`config.mk`:
```
export PLATFORM = sky130hd
export DESIGN_NAME = vga_plot_arbiter_flat
export DESIGN_NICKNAME = d
export VERILOG_FILES = /design/src/rtl/vga_plot_arbiter_if.sv /design/src/rtl/vga_plot_arbiter.sv /design/src/flat_wrapper.sv
export SDC_FILE = /design/constraint.sdc
export NUM_CORES = 1
export LEC_CHECK = 0
export ABC_AREA = 1
export BUFFER_PORTS_ARGS = -buffer_cell sky130_fd_sc_hd__buf_4
export CAP_MARGIN = 20
export CORE_ASPECT_RATIO = 1.5
export CORE_UTILIZATION = 53
export CTS_BUF_LIST = sky130_fd_sc_hd__clkbuf_8
export DETAILED_ROUTE_END_ITERATION = 8
export PLACE_DENSITY = 0.83
export RECOVER_POWER = 50
export REMOVE_ABC_BUFFERS = 1
export SYNTH_ARGS = -nofsm -noshare
export SYNTH_HDL_FRONTEND = slang
export SYNTH_SLANG_ARGS = --single-unit
export TNS_END_PERCENT = 30
```
`constraint.sdc`:
```
create_clock -name clk -period 1.99 [get_ports clk]
set_input_delay 0.2985 -clock clk [delete_from_list [all_inputs] [get_ports clk]]
set_output_delay 0.2985 -clock clk [all_outputs]
set_load 0.02 [all_outputs]
```
`src/rtl/vga_plot_arbiter_if.sv`:
```
// Plot-port bundle shared by the two drawing engines and the arbiter.
// The master side is the pair of requesters; the slave side is the arbiter.
interface vga_plot_arbiter_if;
  logic        req0;
  logic [7:0]  x0;
  logic [6:0]  y0;
  logic [2:0]  c0;
  logic        gnt0;
  logic        req1;
  logic [7:0]  x1;
  logic [6:0]  y1;
  logic [2:0]  c1;
  logic        gnt1;
  logic [7:0]  vga_x;
  logic [6:0]  vga_y;
  logic [2:0]  vga_colour;
  logic        vga_plot;
  logic [1:0]  owner;
  logic [15:0] clip_cnt;

  modport master (
    output req0, x0, y0, c0, req1, x1, y1, c1,
    input  gnt0, gnt1, vga_x, vga_y, vga_colour, vga_plot, owner, clip_cnt
  );

  modport slave (
    input  req0, x0, y0, c0, req1, x1, y1, c1,
    output gnt0, gnt1, vga_x, vga_y, vga_colour, vga_plot, owner, clip_cnt
  );
endinterface

```
`src/rtl/vga_plot_arbiter.sv`:
```
// Round-robin owner arbiter for the VGA adapter plot port with burst-limited
// ownership, registered pixel output and off-screen clipping.
module vga_plot_arbiter #(
  parameter int MAX_BURST = 64,
  parameter int X_MAX     = 159,
  parameter int Y_MAX     = 119
) (
  input  logic               clk,
  input  logic               rst_n,
  vga_plot_arbiter_if.slave  bus
);

  localparam int BW = (MAX_BURST > 1) ? $clog2(MAX_BURST) : 1;
  localparam logic [BW-1:0] BURST_LAST = BW'(MAX_BURST - 1);

  typedef enum logic [1:0] {
    IDLE = 2'b00,
    OWN0 = 2'b01,
    OWN1 = 2'b10
  } state_t;

  state_t         r_state;
  state_t         w_nextState;
  logic [BW-1:0]  r_burstCnt;
  logic           r_lastOwner;
  logic [7:0]     r_vgaX;
  logic [6:0]     r_vgaY;
  logic [2:0]     r_vgaColour;
  logic           r_vgaPlot;
  logic [15:0]    r_clipCnt;

  logic           w_gnt0;
  logic           w_gnt1;
  logic           w_accept;
  logic           w_burstEnd;
  logic           w_onScreen;
  logic [7:0]     w_selX;
  logic [6:0]     w_selY;
  logic [2:0]     w_selC;

  always_ff @(posedge clk) begin
    if (!rst_n) begin
      r_state <= IDLE;
    end else begin
      r_state <= w_nextState;
    end
  end

  // Ties from IDLE go to whichever requester did not own the port last.
  always_comb begin
    w_nextState = r_state;
    case (r_state)
      IDLE: begin
        if (bus.req0 && bus.req1) begin
          w_nextState = r_lastOwner ? OWN0 : OWN1;
        end else if (bus.req0) begin
          w_nextState = OWN0;
        end else if (bus.req1) begin
          w_nextState = OWN1;
        end
      end
      OWN0: begin
        if (!bus.req0) begin
          w_nextState = bus.req1 ? OWN1 : IDLE;
        end else if (w_burstEnd && bus.req1) begin
          w_nextState = OWN1;
        end
      end
      OWN1: begin
        if (!bus.req1) begin
          w_nextState = bus.req0 ? OWN0 : IDLE;
        end else if (w_burstEnd && bus.req0) begin
          w_nextState = OWN0;
        end
      end
      default: w_nextState = IDLE;
    endcase
  end

  always_comb begin
    w_gnt0     = (r_state == OWN0);
    w_gnt1     = (r_state == OWN1);
    w_accept   = (w_gnt0 && bus.req0) || (w_gnt1 && bus.req1);
    w_burstEnd = (r_burstCnt == BURST_LAST);
    w_selX     = w_gnt1 ? bus.x1 : bus.x0;
    w_selY     = w_gnt1 ? bus.y1 : bus.y0;
    w_selC     = w_gnt1 ? bus.c1 : bus.c0;
    w_onScreen = (int'(w_selX) <= X_MAX) && (int'(w_selY) <= Y_MAX);
  end

  // Burst counter restarts on every ownership change and after a full burst.
  always_ff @(posedge clk) begin
    if (!rst_n) begin
      r_burstCnt  <= '0;
      r_lastOwner <= 1'b1;
    end else begin
      if (w_nextState != r_state) begin
        r_burstCnt <= '0;
      end else if (w_accept) begin
        r_burstCnt <= w_burstEnd ? '0 : r_burstCnt + BW'(1);
      end
      if (r_state == OWN0 && w_nextState != OWN0) begin
        r_lastOwner <= 1'b0;
      end else if (r_state == OWN1 && w_nextState != OWN1) begin
        r_lastOwner <= 1'b1;
      end
    end
  end

  always_ff @(posedge clk) begin
    if (!rst_n) begin
      r_vgaX      <= '0;
      r_vgaY      <= '0;
      r_vgaColour <= '0;
      r_vgaPlot   <= 1'b0;
      r_clipCnt   <= '0;
    end else begin
      r_vgaPlot <= 1'b0;
      if (w_accept) begin
        r_vgaX      <= w_selX;
        r_vgaY      <= w_selY;
        r_vgaColour <= w_selC;
        r_vgaPlot   <= w_onScreen;
        if (!w_onScreen && r_clipCnt != 16'hFFFF) begin
          r_clipCnt <= r_clipCnt + 16'd1;
        end
      end
    end
  end

  assign bus.gnt0       = w_gnt0;
  assign bus.gnt1       = w_gnt1;
  assign bus.owner      = r_state;
  assign bus.vga_x      = r_vgaX;
  assign bus.vga_y      = r_vgaY;
  assign bus.vga_colour = r_vgaColour;
  assign bus.vga_plot   = r_vgaPlot;
  assign bus.clip_cnt   = r_clipCnt;

endmodule

```
`src/flat_wrapper.sv`:
```
// flat-port wrapper written by rule: the top's interface ports become plain ports
module vga_plot_arbiter_flat 
#(
  parameter int MAX_BURST = 64,
  parameter int X_MAX     = 159,
  parameter int Y_MAX     = 119
)
  (clk, rst_n, bus_req0, bus_x0, bus_y0, bus_c0, bus_req1, bus_x1, bus_y1, bus_c1, bus_gnt0, bus_gnt1, bus_vga_x, bus_vga_y, bus_vga_colour, bus_vga_plot, bus_owner, bus_clip_cnt);
  vga_plot_arbiter_if bus_i ();
  input  logic clk;
  input  logic rst_n;
  input wire logic [$bits(bus_i.req0)-1:0] bus_req0;
  input wire logic [$bits(bus_i.x0)-1:0] bus_x0;
  input wire logic [$bits(bus_i.y0)-1:0] bus_y0;
  input wire logic [$bits(bus_i.c0)-1:0] bus_c0;
  input wire logic [$bits(bus_i.req1)-1:0] bus_req1;
  input wire logic [$bits(bus_i.x1)-1:0] bus_x1;
  input wire logic [$bits(bus_i.y1)-1:0] bus_y1;
  input wire logic [$bits(bus_i.c1)-1:0] bus_c1;
  output wire logic [$bits(bus_i.gnt0)-1:0] bus_gnt0;
  output wire logic [$bits(bus_i.gnt1)-1:0] bus_gnt1;
  output wire logic [$bits(bus_i.vga_x)-1:0] bus_vga_x;
  output wire logic [$bits(bus_i.vga_y)-1:0] bus_vga_y;
  output wire logic [$bits(bus_i.vga_colour)-1:0] bus_vga_colour;
  output wire logic [$bits(bus_i.vga_plot)-1:0] bus_vga_plot;
  output wire logic [$bits(bus_i.owner)-1:0] bus_owner;
  output wire logic [$bits(bus_i.clip_cnt)-1:0] bus_clip_cnt;
  assign bus_i.req0 = bus_req0;
  assign bus_i.x0 = bus_x0;
  assign bus_i.y0 = bus_y0;
  assign bus_i.c0 = bus_c0;
  assign bus_i.req1 = bus_req1;
  assign bus_i.x1 = bus_x1;
  assign bus_i.y1 = bus_y1;
  assign bus_i.c1 = bus_c1;
  assign bus_gnt0 = bus_i.gnt0;
  assign bus_gnt1 = bus_i.gnt1;
  assign bus_vga_x = bus_i.vga_x;
  assign bus_vga_y = bus_i.vga_y;
  assign bus_vga_colour = bus_i.vga_colour;
  assign bus_vga_plot = bus_i.vga_plot;
  assign bus_owner = bus_i.owner;
  assign bus_clip_cnt = bus_i.clip_cnt;
  vga_plot_arbiter #(.MAX_BURST(MAX_BURST), .X_MAX(X_MAX), .Y_MAX(Y_MAX)) u_core (.clk(clk), .rst_n(rst_n), .bus(bus_i));
endmodule
```
==> impl_metrics.env, run 1 <==
export IMPL_post_cts_buffers=0
export IMPL_antenna_found_initial=0
export IMPL_via_count=2662
export IMPL_place_gp_congestion=0.930
export IMPL_sw_frac_of_total=0.302
export IMPL_path_delay_family="buffers and inverters"
export IMPL_wirelength_um=6220
export IMPL_cts_resized=0
export IMPL_ff_latch_area_um2=881
export IMPL_combPwrFrac=0.235
export IMPL_post_drt_via_cell_ratio=5.48
export IMPL_cts_htree_levels=2
export IMPL_synth_area_mm2=0.00248
export IMPL_p_seq_frac=0.432
export IMPL_cts_tree="yes"
export IMPL_crit_top_cell="nand2_1"
export IMPL_critPathBufInv=2
export IMPL_cap_violations=0
export IMPL_place_hpwl_um=4700
export IMPL_io_buffers=78
export IMPL_arrival_ns=2.04
export IMPL_fmaxAchievable_mhz=535
export IMPL_grt_pass1_vias=2539
export IMPL_syn_area_per_cell_um2=6.99
export IMPL_internal_power_mw=1.56
export IMPL_cts_root_buffer_cell="clkbuf_8"
export IMPL_grt_pass1_wl_um=10500
export IMPL_die_h_um=85.7
export IMPL_die_area_mm2=0.00495
export IMPL_relSlewSlack=0.771
export IMPL_gr_total_overflow=0
export IMPL_power_switching_uw=677
export IMPL_rows=30
export IMPL_hold_buffers=0
export IMPL_hold_path_class="primary input to flip-flop"
export IMPL_finalCritPeriodShare=0.940
export IMPL_power_frac_clock=0.333
export IMPL_cts_buffers=5
export IMPL_placed_cell_area_mm2=0.00311
export IMPL_die_w_um=57.8
export IMPL_layout_nets=479
export IMPL_first_iter_violations=75
export IMPL_status="complete, but fails checks"
export IMPL_drtPass1Iterations=6
export IMPL_slew_violations=0
export IMPL_setup_viol=0
export IMPL_leakagePower_nw=1.32
export IMPL_final_area_mm2=0.00311
export IMPL_grt_use_total=0.265
export IMPL_ys_seq_area_frac=0.356
export IMPL_multi_input_area_mm2=0.00138
export IMPL_worst_path_max_delay_cell="dfxtp_1"
export IMPL_initial_core_util=0.550
export IMPL_hold_viol=0
export IMPL_clock_latency_ns=0.29
export IMPL_wl_per_cell_um=12.8
export IMPL_cts_sinks=44
export IMPL_critical_path_max_stage_delay_ns=0.46
export IMPL_tns_ns=0
export IMPL_critPathCaptureType="flip-flop"
export IMPL_route_detailed_drc=2
export IMPL_critical_path_peak_fanout=36
export IMPL_yosysUniqueCellTypes=30
export IMPL_io_pins=79
export IMPL_drive_gt1_frac=0.231
export IMPL_clockBufferDepth=2
export IMPL_crit_path_start_kind="flip-flop"
export IMPL_required_ns=2.16
export IMPL_min_period_ns=1.87
export IMPL_grt_max_degree=37
export IMPL_rsz0062_at_grt="false"
export IMPL_violations="DRC"
export IMPL_synth_seq_cells=44
export IMPL_syn_to_final_growth_pct=25.7
export IMPL_yosys_warnings=0
export IMPL_ant_nets=0
export IMPL_core_area_mm2=0.00450
export IMPL_peakVddDrop_mv=0.466
export IMPL_synth_cells=354
export IMPL_power_density_mw_per_mm2=719
export IMPL_worst_pin_slew_ns=0.343
export IMPL_path_clk_slew_ns=0.08
export IMPL_clock_skew_ns=0.00475
export IMPL_antenna_cells=0
export IMPL_fillers=434
export IMPL_path_class="flip-flop to flip-flop"
export IMPL_worstPathCellList="clkbuf_1 -> nor2_2 -> nand2_1 -> nand2_1 -> clkbuf_4 -> o21ai_0 -> a21oi_1"
[power groups by stage]
stage                     logic (mW)  registers [mW]  clock network, mW
after global placement         0.546           0.986                  0
after global routing           0.576           0.975              0.791
final                          0.525           0.967              0.744
after CTS                      0.557           0.967              0.753
after detailed placement       0.555           0.985                  0
after floorplan                0.242            1.05                  0
[synth_stat cells (all sizes together)]
cell	instances	area [um2]
a21oi	27	176
a22oi	1	7.51
a31oi	12	75.1
a41oi	1	8.76
and3	1	6.26
buf	10	93.8
clkbuf	5	18.8
clkinv	1	3.75
dfxtp	44	881
ha	2	25.0
inv	32	120
nand2	102	445
nand3	30	150
nand4	6	37.5
nor2	30	123
nor3	10	50.1
o21ai	28	151
o22ai	1	6.26
xnor2	3	26.3
xor2	8	70.1
[metrics by stage]
stage,power [mW],worst slack [ns],hold slack (ns),util,instances
2_1_floorplan,1.29,-0.502,0.367,-,339
3_3_place_gp,1.53,0.243,0.498,0.690,478
4_1_cts,2.28,0.179,0.267,0.718,486
6_report,2.24,0.120,0.268,0.691,486
3_5_place_dp,1.54,0.199,0.493,0.690,478
5_1_grt,2.34,0.0424,0.266,0.691,486
[tightest hold or removal path, cell delays in order]
cell and delay [ns]:
buf_4 0.10, nand2_1 0.05, a31oi_1 0.07
[final timing paths]
kind | start | end | slack [ns] | cells after the start
worst max-delay path | u_core.bus.owner[1] | u_core.bus.vga_x[5] | 0.12 | 7
worst min-delay path | bus_x0[0] | u_core.bus.vga_x[0] | 0.27 | 3
worst min register to register | u_core.bus.clip_cnt[10] | u_core.bus.clip_cnt[10] | 0.52 | 2
worst max register to register | u_core.bus.owner[1] | u_core.bus.vga_x[5] | 0.12 | 7
[cells in the final DEF (no fill, tap or decap), drive strengths merged, types with 6 or more instances in the layout]
cell type and count:
nand2 102, nor3 10, nor2 30, a21oi 27
a31oi 12, o21ai 28, nand4 6, clkbuf 45
inv 32, nand3 30, dfxtp 44, xor2 8
buf 53
[logic make-up after synthesis]
| family | synth area share |
|---|---|
| AOI/OAI and AO/OA | 0.172 |
| xor gates and xnor gates | 0.0389 |
| adders and majority gates | 0.0101 |
| buffers and inverters | 0.0955 |
| DFF | 0.356 |
| and+or+nand+nor | 0.328 |
[cell type report]
class,count,share of cell area
multi-input cells,262,0.442
clock buffers,7,0.0310
repair buffers,91,0.175
well taps,48,0.0193
inverters,33,0.0398
clock inverters,1,0.00965
flip-flops and latches,44,0.283
[sequential cells by signal (all words and copies together), names as in the netlist]
signal and flops:
u_core.r_burstCnt 6, u_core.r_lastOwner 1, u_core.bus.clip_cnt 16, u_core.bus.vga_plot 1, u_core.bus.vga_colour 3, u_core.bus.vga_x 8, u_core.bus.owner 2, u_core.bus.vga_y 7
[layer usage]
metal,GRT usage,wire [um],up-vias
met5,0,0,-
met4,0.121,175,0
met3,0.0588,335,18
met2,0.486,3320,106
met1,0.281,2390,1203
li1,-,-,1335
Power figures use the tool's default switching activity.
==> run 2, diff against run 1 <==
--- a/config.mk
+++ b/config.mk
@@ -8,11 +8,12 @@
 export ABC_AREA = 1
 export BUFFER_PORTS_ARGS = -buffer_cell sky130_fd_sc_hd__buf_4
 export CAP_MARGIN = 20
+export CELL_PAD_IN_SITES_DETAIL_PLACEMENT = 0
+export CELL_PAD_IN_SITES_GLOBAL_PLACEMENT = 2
 export CORE_ASPECT_RATIO = 1.5
-export CORE_UTILIZATION = 53
-export CTS_BUF_LIST = sky130_fd_sc_hd__clkbuf_8
+export CORE_UTILIZATION = 27
 export DETAILED_ROUTE_END_ITERATION = 8
-export PLACE_DENSITY = 0.83
+export PLACE_DENSITY_LB_ADDON = 0.1
 export RECOVER_POWER = 50
 export REMOVE_ABC_BUFFERS = 1
 export SYNTH_ARGS = -nofsm -noshare
==> run 2 against run 1 <==
The run now ends clean. Critical path depth rose by 2. Maximum frequency grew 7.3%. Non-clock buffer count is 6 higher. Clock power rose by 13%. Register-to-register slack improved by 0.13 ns. Power is 4.7% higher. Design area is 4.9% higher. Global-route usage is 11 points lower.
==> impl_metrics.env, run 2 (same netlist as run 1, synthesis figures left out) <==
export IMPL_status="complete, no violations"
export IMPL_p_seq_frac=0.412
export IMPL_reg2reg_slack_ns=0.25
export IMPL_cts_buffers=5
export IMPL_critPathLaunch="u_core.r_burstCnt[1]"
export IMPL_clock_latency_ns=0.29
export IMPL_power_frac_clock=0.359
export IMPL_antenna_found_initial=0
export IMPL_worst_slack_ns=0.248
export IMPL_grt_use_total=0.155
export IMPL_route_detailed_drc=0
export IMPL_relSlewSlack=0.777
export IMPL_layout_nets=485
export IMPL_cts_htree_levels=2
export IMPL_clock_skew_ns=0.00632
export IMPL_fillers=1002
export IMPL_hold_path_class="primary input to flip-flop"
export IMPL_wl_per_cell_um=12.6
export IMPL_io_pins=79
export IMPL_leakagePower_nw=1.36
export IMPL_sw_frac_of_total=0.303
export IMPL_antenna_cells=0
export IMPL_cts_tree="yes"
export IMPL_path_clk_slew_ns=0.06
export IMPL_cts_resized=0
export IMPL_post_route_util=0.368
export IMPL_first_iter_violations=85
export IMPL_required_ns=2.19
export IMPL_io_buffers=78
export IMPL_place_inst=546
export IMPL_rows=42
export IMPL_largest_register_ffs=16
export IMPL_core_area_mm2=0.00888
export IMPL_power_density_mw_per_mm2=717
export IMPL_rr_worst_depth=9
export IMPL_final_common_cell="nand2_1"
export IMPL_drtPass1Iterations=4
export IMPL_fin_cells=554
export IMPL_slew_violations=0
export IMPL_internal_power_mw=1.63
export IMPL_peakVddDrop_mv=0.348
export IMPL_min_period_ns=1.74
export IMPL_initial_core_util=0.279
export IMPL_power_switching_uw=709
export IMPL_cap_violations=0
export IMPL_post_place_ws_ns=0.228
export IMPL_ant_nets=0
export IMPL_clockBufferDepth=2
export IMPL_finalCritPeriodShare=0.875
export IMPL_post_cts_buffers=0
export IMPL_critPathCaptureType="flip-flop"
export IMPL_setup_viol=0
export IMPL_timing_rr_end="u_core.r_burstCnt[4]"
export IMPL_place_gp_congestion=0.828
export IMPL_grt_pass1_vias=2509
export IMPL_grt_max_degree=47
export IMPL_wirelength_um=6960
export IMPL_syn_to_final_growth_pct=31.9
export IMPL_worst_pin_slew_ns=0.332
export IMPL_fmaxAchievable_mhz=574
export IMPL_die_h_um=119
export IMPL_cts_sinks=44
export IMPL_grt_pass1_wl_um=11400
export IMPL_path_class="flip-flop to flip-flop"
export IMPL_hold_buffers=0
export IMPL_hold_viol=0
export IMPL_cts_root_buffer_cell="clkbuf_16"
export IMPL_die_area_mm2=0.00957
export IMPL_rsz0062_at_grt="false"
export IMPL_die_w_um=80.2
export IMPL_arrival_ns=1.94
export IMPL_finalHoldWorstSlack_ns=0.279
export IMPL_crit_path_start_kind="flip-flop"
export IMPL_power_mw=2.34
export IMPL_reg2reg_from="u_core.r_burstCnt[1]"
export IMPL_critical_path_peak_fanout=6
export IMPL_post_drt_via_cell_ratio=4.68
export IMPL_gr_total_overflow=0
export IMPL_mostFrequentLayoutCells="nand2_1, buf_4, dfxtp_1"
export IMPL_worstHoldStart="bus_y0[1]"
export IMPL_place_hpwl_um=5340
export IMPL_drive_gt1_frac=0.234
export IMPL_combPwrFrac=0.229
export IMPL_via_count=2591
export IMPL_critical_path_endpoint="u_core.r_burstCnt[4]"
run 2: per-stage QoR:
step / setup TNS [ns] / cell area [um2]
after floorplan: -7.45 / 2360
after global placement: 0 / 3250
after detailed placement: 0 / 3250
after CTS: 0 / 3400
after global routing: 0 / 3270
final: 0 / 3270
run 2: final cells by class:
class | instances | area (um2) | area share
multi-input combinational | 262 | 1360 | 0.416
clock buffer | 8 | 146 | 0.0448
sequential | 44 | 881 | 0.270
inverter | 33 | 124 | 0.0379
timing repair buffer | 97 | 618 | 0.189
tap | 110 | 138 | 0.0421
run 2: worst min path at each step:
stage                     slack [ns]                   to  cells after the start
after floorplan                 0.37   u_core.r_lastOwner                      1
after global placement          0.49   u_core.r_lastOwner                      2
after detailed placement        0.49   u_core.r_lastOwner                      2
after CTS                       0.27  u_core.bus.vga_y[1]                      3
after global routing            0.28  u_core.bus.vga_y[1]                      3
final                           0.28  u_core.bus.vga_y[1]                      3
run 2: power groups by stage:
stage	Sequential (mW)	Clock, mW	Combinational (mW)
final	0.965	0.840	0.536
after global routing	0.971	0.900	0.595
after CTS	0.966	0.877	0.586
after detailed placement	0.984	0	0.585
after global placement	0.984	0	0.589
after floorplan	1.05	0	0.242
run 2: worst max-delay path, cell delays in order, from the launching register on:
cell     delay, ns
dfxtp_1       0.39
ha_1          0.19
nand2_1       0.06
inv_1         0.13
nand3_1       0.11
a21oi_1       0.22
nand2_1       0.11
nand2_1       0.07
nand3_1       0.18
nor3_1        0.19
run 2: metal layers:
layer,routed length [um],GRT usage,part of all wire
met1,2830,0.168,0.41
met5,0,0,0
met2,3660,0.283,0.53
met3,352,0.0345,0.051
met4,125,0.0636,0.018
==> run 3, diff against run 2 <==
--- a/config.mk
+++ b/config.mk
@@ -13,6 +13,7 @@
 export CORE_ASPECT_RATIO = 1.5
 export CORE_UTILIZATION = 27
 export DETAILED_ROUTE_END_ITERATION = 8
+export GPL_TIMING_DRIVEN = 0
 export PLACE_DENSITY_LB_ADDON = 0.1
 export RECOVER_POWER = 50
 export REMOVE_ABC_BUFFERS = 1
==> constraint.sdc (replaced) <==
create_clock -name clk -period 1.9 [get_ports clk]
set_input_delay 0.285 -clock clk [delete_from_list [all_inputs] [get_ports clk]]
set_output_delay 0.285 -clock clk [all_outputs]
set_load 0.02 [all_outputs]
==> run 3 against run 2 <==
First-iteration DRC count shrank 4.7%. Routed wire length grew 0.76%. Register-to-register slack lost 0.09 ns. Power grew 8.3%. Flip-flop and latch count is the same. Clock power grew 9.8%. Clock skew is essentially flat. Sequential share of layout area grew 0.24 points. Utilization grew 0.085 points. Non-clock buffer count shrank 14. Critical endpoint is now u_core.bus.clip_cnt[1]. Largest cell class unchanged.
==> impl_metrics.env, run 3 (same netlist as run 1, synthesis figures left out) <==
export IMPL_status="complete, no violations"
export IMPL_leakagePower_nw=1.30
export IMPL_clock_latency_ns=0.29
export IMPL_gr_total_overflow=0
export IMPL_peakVddDrop_mv=0.378
export IMPL_hold_viol=0
export IMPL_cap_violations=0
export IMPL_core_area_mm2=0.00888
export IMPL_place_hpwl_um=4940
export IMPL_syn_to_final_growth_pct=32.2
export IMPL_clock_skew_ns=0.00610
export IMPL_tns_ns=0
export IMPL_cts_tree="yes"
export IMPL_worst_pin_slew_ns=0.636
export IMPL_antenna_found_initial=0
export IMPL_clockBufferDepth=2
export IMPL_initial_core_util=0.279
export IMPL_place_gp_congestion=0.784
export IMPL_slew_violations=0
export IMPL_finalCritPeriodShare=0.917
export IMPL_placed_cell_area_mm2=0.00311
export IMPL_fmaxAchievable_mhz=574
export IMPL_power_frac_clock=0.364
export IMPL_setup_viol=0
export IMPL_grt_use_total=0.156
export IMPL_wirelength_um=7010
export IMPL_fillers=985
export IMPL_grt_pass1_vias=2379
export IMPL_rr_worst_depth=10
export IMPL_largest_register_ffs=16
export IMPL_die_h_um=119
export IMPL_hold_path_class="primary input to flip-flop"
export IMPL_die_area_mm2=0.00957
export IMPL_ant_nets=0
export IMPL_die_w_um=80.2
export IMPL_p_seq_frac=0.406
export IMPL_rows=42
export IMPL_grt_pass1_wl_um=11400
export IMPL_path_class="flip-flop to flip-flop"
export IMPL_final_common_cell="nand2_1"
export IMPL_drtPass1Iterations=4
export IMPL_first_iter_violations=81
export IMPL_drive_gt1_frac=0.253
export IMPL_via_count=2459
export IMPL_rsz0062_at_grt="false"
export IMPL_layout_nets=472
export IMPL_post_drt_via_cell_ratio=4.55
export IMPL_min_path_cells=3
export IMPL_cts_buffers=5
export IMPL_path_clk_slew_ns=0.06
export IMPL_multi_input_area_mm2=0.00144
export IMPL_internal_power_mw=1.74
export IMPL_ff_latch_area_um2=891
export IMPL_place_inst=528
export IMPL_io_buffers=78
export IMPL_arrival_ns=1.93
export IMPL_critPathCaptureType="flip-flop"
export IMPL_required_ns=2.09
export IMPL_final_area_mm2=0.00327
export IMPL_route_detailed_drc=0
export IMPL_cts_root_buffer_cell="clkbuf_16"
export IMPL_critical_path_peak_fanout=16
export IMPL_cts_sinks=44
export IMPL_post_route_util=0.369
export IMPL_hold_buffers=0
export IMPL_relSlewSlack=0.574
export IMPL_wl_per_cell_um=13.0
export IMPL_power_density_mw_per_mm2=774
export IMPL_io_pins=79
export IMPL_grt_max_degree=31
export IMPL_antenna_cells=0
export IMPL_crit_path_start_kind="flip-flop"
export IMPL_mostFrequentLayoutCells="nand2_1, buf_4, dfxtp_1"
export IMPL_cts_htree_levels=2
export IMPL_sw_frac_of_total=0.312
export IMPL_power_switching_uw=790
export IMPL_fin_cells=540
export IMPL_combPwrFrac=0.231
export IMPL_min_period_ns=1.74
[run 3: power by group through the flow]
stage	logic, mW	clock network, mW	registers (mW)
finish	0.584	0.922	1.03
global route	0.650	0.990	1.03
CTS	0.597	0.963	1.02
detailed placement	0.575	0	1.04
global placement	0.564	0	1.04
floorplan	0.253	0	1.10
[run 3: worst max-delay path: stages (launching register included)]
cell and delay, ns:
dfxtp_2 0.39, ha_2 0.22, nand2_1 0.11, nor2_4 0.20, nand4_1 0.10, nand2_1 0.11, inv_4 0.11, nand2_8 0.17
inv_1 0.09, nor2_1 0.09, nor2_1 0.05
[run 3: what timing repair did]
action / 4_1_cts / 5_1_grt
cloned: 0 / 1
setup buffers: 1 / 3
endpoints found under the setup margin: 24 / 22
gates resized for setup: 10 / 14
pin swaps: 0 / 3
[run 3: final cells by class]
class / instances / area share
multi-input combinational: 263 / 0.440
sequential: 44 / 0.272
timing repair buffer: 83 / 0.159
clock buffer: 7 / 0.0466
tap: 110 / 0.0420
inverter: 33 / 0.0405
[run 3: worst paths after layout]
check / endpoint / from / slack (ns)
max reg2reg: u_core.bus.clip_cnt[1] / u_core.bus.clip_cnt[0] / 0.16
min reg2reg: u_core.r_lastOwner / u_core.r_lastOwner / 0.49
max: u_core.bus.clip_cnt[1] / u_core.bus.clip_cnt[0] / 0.16
min: u_core.bus.vga_colour[1] / bus_c0[1] / 0.27
[run 3: metal layers]
metal  part of all wire  vias up  GRT usage
met1               0.43     1078      0.176
met2               0.51       58      0.270
met4              0.016        0     0.0603
met5                  0        -          0
li1                   -     1317          -
met3              0.050        6     0.0429
[run 3: stage by stage]
step | hold slack (ns) | worst slack, ns | total power [mW]
2_1_floorplan | 0.354 | -0.592 | 1.35
3_3_place_gp | 0.472 | -1.08 | 1.60
3_5_place_dp | 0.474 | -0.501 | 1.62
4_1_cts | 0.259 | 0.0145 | 2.59
5_1_grt | 0.265 | 0.0125 | 2.67
6_report | 0.266 | 0.157 | 2.53
